`config.mk`:
```
export PLATFORM = sky130hd
export DESIGN_NAME = if_fetch_unit
export DESIGN_NICKNAME = d
export VERILOG_FILES = /design/src/rtl/if_fetch_unit.sv
export SDC_FILE = /design/constraint.sdc
export NUM_CORES = 1
export LEC_CHECK = 0
export CORE_MARGIN = 2
export CORE_UTILIZATION = 55
export CTS_BUF_LIST = sky130_fd_sc_hd__clkbuf_4
export CTS_CLUSTER_DIAMETER = 120
export DETAILED_ROUTE_END_ITERATION = 8
export PLACE_DENSITY = 0.79
export SLEW_MARGIN = 5
export SYNTH_ARGS = -nofsm -noshare
export SYNTH_HDL_FRONTEND = slang
export SYNTH_SLANG_ARGS = --single-unit
```
`constraint.sdc`:
```
create_clock -name clk -period 3.7 [get_ports clk]
set_clock_uncertainty 0.2 [all_clocks]
set_input_delay 0.37 -clock clk [delete_from_list [all_inputs] [get_ports clk]]
set_output_delay 0.37 -clock clk [all_outputs]
set_load 0.05 [all_outputs]
```
`src/rtl/if_fetch_unit.sv`:
```
// rtl/if_fetch_unit.sv - instruction fetch stage: fetch PC, imem req/ack port, one-entry skid, stale-response drop
module if_fetch_unit #(
    parameter logic [31:0] RESET_PC = 32'h0000_0000,
    parameter logic [31:0] NOP_INST = 32'h0000_0013
) (
    input  logic        clk,
    input  logic        rst_n,
    input  logic        stall,
    input  logic        redirect,
    input  logic [31:0] redirect_pc,
    output logic        imem_req,
    output logic [31:0] imem_addr,
    input  logic        imem_ack,
    input  logic [31:0] imem_rdata,
    output logic [31:0] inst_out,
    output logic [31:0] pc_out,
    output logic [31:0] pc4_out,
    output logic        inst_valid
);

    typedef enum logic [1:0] {IDLE, REQ, HOLD, DROP} state_t;

    state_t      state;
    logic [31:0] fetch_pc;
    logic [31:0] drop_addr;
    logic [31:0] skid_inst;
    logic [31:0] skid_pc;
    logic [31:0] pkt_inst;
    logic [31:0] pkt_pc;
    logic [31:0] pkt_pc4;
    logic        pkt_valid;
    logic [1:0]  unused_rpc_low;

    assign unused_rpc_low = redirect_pc[1:0];

    // DROP keeps the abandoned address on the bus until its ack retires it
    assign imem_req   = (state == REQ) || (state == DROP);
    assign imem_addr  = (state == DROP) ? drop_addr : fetch_pc;
    assign inst_out   = pkt_inst;
    assign pc_out     = pkt_pc;
    assign pc4_out    = pkt_pc4;
    assign inst_valid = pkt_valid;

    always_ff @(posedge clk) begin
        if (!rst_n) begin
            state     <= IDLE;
            fetch_pc  <= RESET_PC;
            drop_addr <= RESET_PC;
            skid_inst <= NOP_INST;
            skid_pc   <= 32'h0;
            pkt_inst  <= NOP_INST;
            pkt_pc    <= 32'h0;
            pkt_pc4   <= 32'h0;
            pkt_valid <= 1'b0;
        end else if (redirect) begin
            fetch_pc  <= {redirect_pc[31:2], 2'b00};
            pkt_inst  <= NOP_INST;
            pkt_pc    <= 32'h0;
            pkt_pc4   <= 32'h0;
            pkt_valid <= 1'b0;
            if (imem_req && !imem_ack) begin
                state <= DROP;
                if (state == REQ)
                    drop_addr <= fetch_pc;
            end else begin
                state <= REQ;
            end
        end else begin
            case (state)
                IDLE: begin
                    state <= REQ;
                    if (!stall) begin
                        pkt_inst  <= NOP_INST;
                        pkt_pc    <= 32'h0;
                        pkt_pc4   <= 32'h0;
                        pkt_valid <= 1'b0;
                    end
                end
                REQ: begin
                    if (imem_ack) begin
                        fetch_pc <= fetch_pc + 32'd4;
                        if (!stall) begin
                            pkt_inst  <= imem_rdata;
                            pkt_pc    <= fetch_pc;
                            pkt_pc4   <= fetch_pc + 32'd4;
                            pkt_valid <= 1'b1;
                        end else begin
                            skid_inst <= imem_rdata;
                            skid_pc   <= fetch_pc;
                            state     <= HOLD;
                        end
                    end else if (!stall) begin
                        pkt_inst  <= NOP_INST;
                        pkt_pc    <= 32'h0;
                        pkt_pc4   <= 32'h0;
                        pkt_valid <= 1'b0;
                    end
                end
                HOLD: begin
                    if (!stall) begin
                        pkt_inst  <= skid_inst;
                        pkt_pc    <= skid_pc;
                        pkt_pc4   <= skid_pc + 32'd4;
                        pkt_valid <= 1'b1;
                        state     <= REQ;
                    end
                end
                DROP: begin
                    if (imem_ack)
                        state <= REQ;
                    if (!stall) begin
                        pkt_inst  <= NOP_INST;
                        pkt_pc    <= 32'h0;
                        pkt_pc4   <= 32'h0;
                        pkt_valid <= 1'b0;
                    end
                end
                default: state <= IDLE;
            endcase
        end
    end

endmodule

```
# After elaboration in Yosys (flattened, before gate mapping)
# Index checks and enable logic that the tools add are counted.
# totals
reg_bits	227
latch_bits	0
ramBits	0
romBits	0
memories	0
# op_classes
n_addsub	2
multipliers	0
div	0
n_lt_le_gt_ge	0
n_eq_ne	9
n_shift	0
mux	30
n_bitwise	2
reduce_logical	14
# ops
operator	count
$mux 32	16
$pmux 32 s3	3
$add 32x3->32 const B	2
$ne 3x3->1 const B	5
$mux 2	6
$pmux 2 s4	1
$reduce_and 4->1	2
$reduce_and 2->1	3
$eq 2x2->1 const B	2
$reduce_bool 2->1	2
$reduce_or 2->1	2
$mux 1	3
$pmux 1 s3	1
$reduce_and 3->1	1
$eq 2x1->1 const B	1
$logic_not 2->1	1
$ne 2x2->1 const B	1
$not 1->1	2
$logic_and 1x1->1	1
$logic_not 1->1	1
$logic_or 1x1->1	1

# Depth between registers and ports, before layout
# logic_depth
word_depth	5
mapped_depth	10

# Least setup slack after synthesis
# OpenSTA, ideal clock, no wires.
# synth_timing
path_kind	flip-flop to flip-flop
startpoint	register fetch_pc[3]
endpoint	register pkt_pc4[28], in the netlist pc4_out[28]
setup_ps	122
t_arrival_ps	2289
required_time_ps	3378
setup_slack_ps	1089
stages_incl_launch_ff	9
synth_period_minus_slack_ps	2611
path_cell_list	dfxtp_1 > ha_1 > nand3_4 > or4_4 > or2_1 > clkbuf_1 > nor3_1 > xor2_1 > a221o_1
# synth_via
elab_chain_cells	4
# synth_lines
element	line_no	rtl
start: declaration	24	logic [31:0] fetch_pc;
start signal: assignment	56	fetch_pc <= {redirect_pc[31:2], 2'b00};
start signal: assignment	81	fetch_pc <= fetch_pc + 32'd4;
$add 32x3->32	85	pkt_pc4 <= fetch_pc + 32'd4;
$mux 32	82	if (!stall) begin
$mux 32	80	if (imem_ack) begin
$pmux 32 s3	69	case (state)
end signal: assignment	85	
end signal: assignment	103	pkt_pc4 <= skid_pc + 32'd4;
end: declaration	30	logic [31:0] pkt_pc4;
# No other way between the ends. The select of a mux whose other input is x is not followed.
# A chain may end at the register's enable or synchronous reset.

# Worst setup path in the final report
# layout_timing
startpoint	register state[0]
endpoint	output imem_addr[2]
# layout_via
elab_chain_cells	2
# layout_lines
element	line_no	rtl
start: declaration	23	state_t state;
start signal: assignment	46	state <= IDLE;
start signal: assignment	62	state <= DROP;
start signal: assignment	66	state <= REQ;
$eq 2x2->1	38	assign imem_addr = (state == DROP) ? drop_addr : fetch_pc;
$mux 32	38	
end: declaration	12	output logic [31:0] imem_addr,
# No other way between the ends.

==> metrics.cfg <==
[clock_tree]
post_cts_buffers=0
cts.repair.resized=0
cts_buffers=57
path_clk_slew_ps=60
htree_levels=2
clk_latency_ps=690
cts_root_buf=clkbuf_4
cts_buffer_depth=3
cts_hold_buf=2
cts.sinks=221
cts_tree=done

[logic_synthesis]
synthFlopType=dfxtp_1
yosys.area.top_type=dfxtp_1
synth_edf_count=0
synthSimpleGateAreaFrac_pct=20.1
synth_xor_area_share_pct=6.71
syn_area_per_cell_um2=8.29
synth_cell_type_count=56
syn-cell-area_um2=10800
synthAdderAreaFrac_pct=0.578
muxShareOfSynthArea_pct=3.11
synthTopCellsByArea=dfxtp_1, nand2_1, a21boi_0
seq_area_frac_synth_pct=40.9
synth_compound_area_share_pct=22.9
yosysTopAreaCellShare_pct=40.9
synthCells=1307
synth_top_family_by_area=compound AO/OA/AOI/OAI gates
ys.warnings.count=0
async_reset_ff_share_pct=0
ys_seq_elements=221

[final_layout]
nNetsFinal=1536
seq_area_um2=4420
final_layout_size_suffix_gt1_share_pct=11.2
nFillCells=1648
layout_common_cells=nand2_1, dfxtp_1, clkdlybuf4s50_1, nor2_1, a21boi_0
post-route-cell-area_um2=13600
mostFrequentLayoutCell=nand2_1
synthToLayoutAreaGrowth_pct=25.7
multi_input_area_um2=5830

[global_route]
grt_start_max_net_pins=78
grt_pass1_wl_mm=49.7
grt_pass1_vias=9685
antenna_found_initial=1
grt-ovfl-total=0
grt_usage_pct=29.8

[die]
dieHeight_um=144
die_w_um=144
rows=51
die_area_um2=20800
initial_core_util_pct=55.8
core_um2=19400
io_pins=199

[placement]
dp_slack_ps=682
portBuffers=194
placed_area_um2=12800
gp_congestion=0.936
place_hpwl_mm=20.7

[timing]
relSlewSlack_pct=29.9
fin_crit_sh_pct=89.3
setup_ws_ps=394
finalSetupTns_ps=0
setup_viol=0
rsz0062_at_grt=false
slew_violations=0
max_freq_ghz=0.303
worst_pin_slew_ps=1040
layout_min_cycle_time_ps=3310
hold_violations=0

[routing]
drc=0
drt_iter0_drc=789
drtAntennaViolNets=0
via_per_inst=5.81
routedWlPerCell_um=18.0
firstDrtPassIters=5
wl_mm=31.8
num_vias=10300

[hold_path]
hold_path_class=input pin to register

[setup_path]
setup.worst_path.class=register to output port
critical_path.startpoint_type=register
crit_required_ps=3130
r2r_slack_ps=720
cp_data_arrival_time_ps=2740
crit_path_max_fanout=23
worst_setup_path_end_kind=output port

[job]
max-cap-violations=0

[pwr]
p_leak_nw=4.68
power_density_nw_per_um2=404
ir_drop_mv=0.248

[status]
status=finished clean

[power by group]
part	switching [mW]	total, mW	internal [mW]
Sequential	0.0781	2.51	2.43
Clock	1.00	2.15	1.15
Combinational	0.524	0.841	0.317
Total	1.60	5.50	3.90
[cells by family (layout without fill, tap and decap cells)]
logic type | Yosys count | after routing
AND/OR/NAND/NOR | 485 | 485
AO/OA/AOI/OAI | 339 | 339
flip-flops | 221 | 221
buffers and inverters | 143 | 342
XOR/XNOR | 83 | 83
multiplexers | 30 | 30
adder cells (fa/ha/maj) | 5 | 5
other | 1 | 3
[critical path, cell delays in order, from the launching register on]
cell	delay, ps
dfxtp_1	380
ha_1	200
buf_4	370
mux2_2	390
clkdlybuf4s50_1	710
[sequential cells by signal, summed over array words and instances (netlist names), named ones only]
signal / count
pc4_out: 32
state: 2
pc_out: 32
skid_inst: 32
fetch_pc: 30
inst_out: 32
drop_addr: 30
skid_pc: 30
[Yosys cell counts, drive strengths merged, types with 18 or more instances]
library cell,count
nand3,35
and2,25
clkbuf,105
a22o,58
o21ai,50
a21boi,89
xnor2,44
nor3,20
dfxtp,221
buf,28
mux2,29
a22oi,74
nand4,18
nor2,95
o22ai,19
xor2,39
nand2,251
[final timing paths]
path,start,end,cells past startpoint
setup / recovery,state[0]$_SDFFE_PN0P_,imem_addr[2],4
hold / removal,imem_rdata[24],skid_inst[24]$_SDFFE_PN0P_,3
setup reg to reg,fetch_pc[2]$_SDFFE_PN0P_,pc4_out[30]$_SDFFE_PP0P_,7
hold reg to reg,drop_addr[27]$_SDFFE_PN0P_,drop_addr[27]$_SDFFE_PN0P_,2
[layout make-up]
type / count / area share, %
multi-input cells: 944 / 42.8
flip-flops and latches: 221 / 32.5
repair buffers: 228 / 16.5
clock buffers: 81 / 4.47
well taps: 265 / 2.44
clock inverters: 23 / 1.04
inverters: 10 / 0.276
diodes: 1 / 0.0184
[metal layers]
layer	up-vias	track usage [%]	wire length, µm
li1	4889	-	-
met1	4876	39.2	13200
met2	453	49.0	15100
met3	80	5.50	2560
met4	0	11.1	1010
met5	-	0	0
[metrics by stage]
| stage | hold WS [ps] | utilization, % | total power [mW] | instances |
|---|---|---|---|---|
| global placement | 246 | 66.2 | 3.38 | 1666 |
| CTS | 39.5 | 70.2 | 5.53 | 1772 |
| detailed placement | 255 | 66.2 | 3.39 | 1666 |
| finish | 79.3 | 70.2 | 5.50 | 1773 |
| global route | 52.8 | 70.2 | 5.74 | 1773 |
| floorplan | 240 | - | 3.10 | 1308 |
Note: power is estimated with default switching activity, not from simulation.
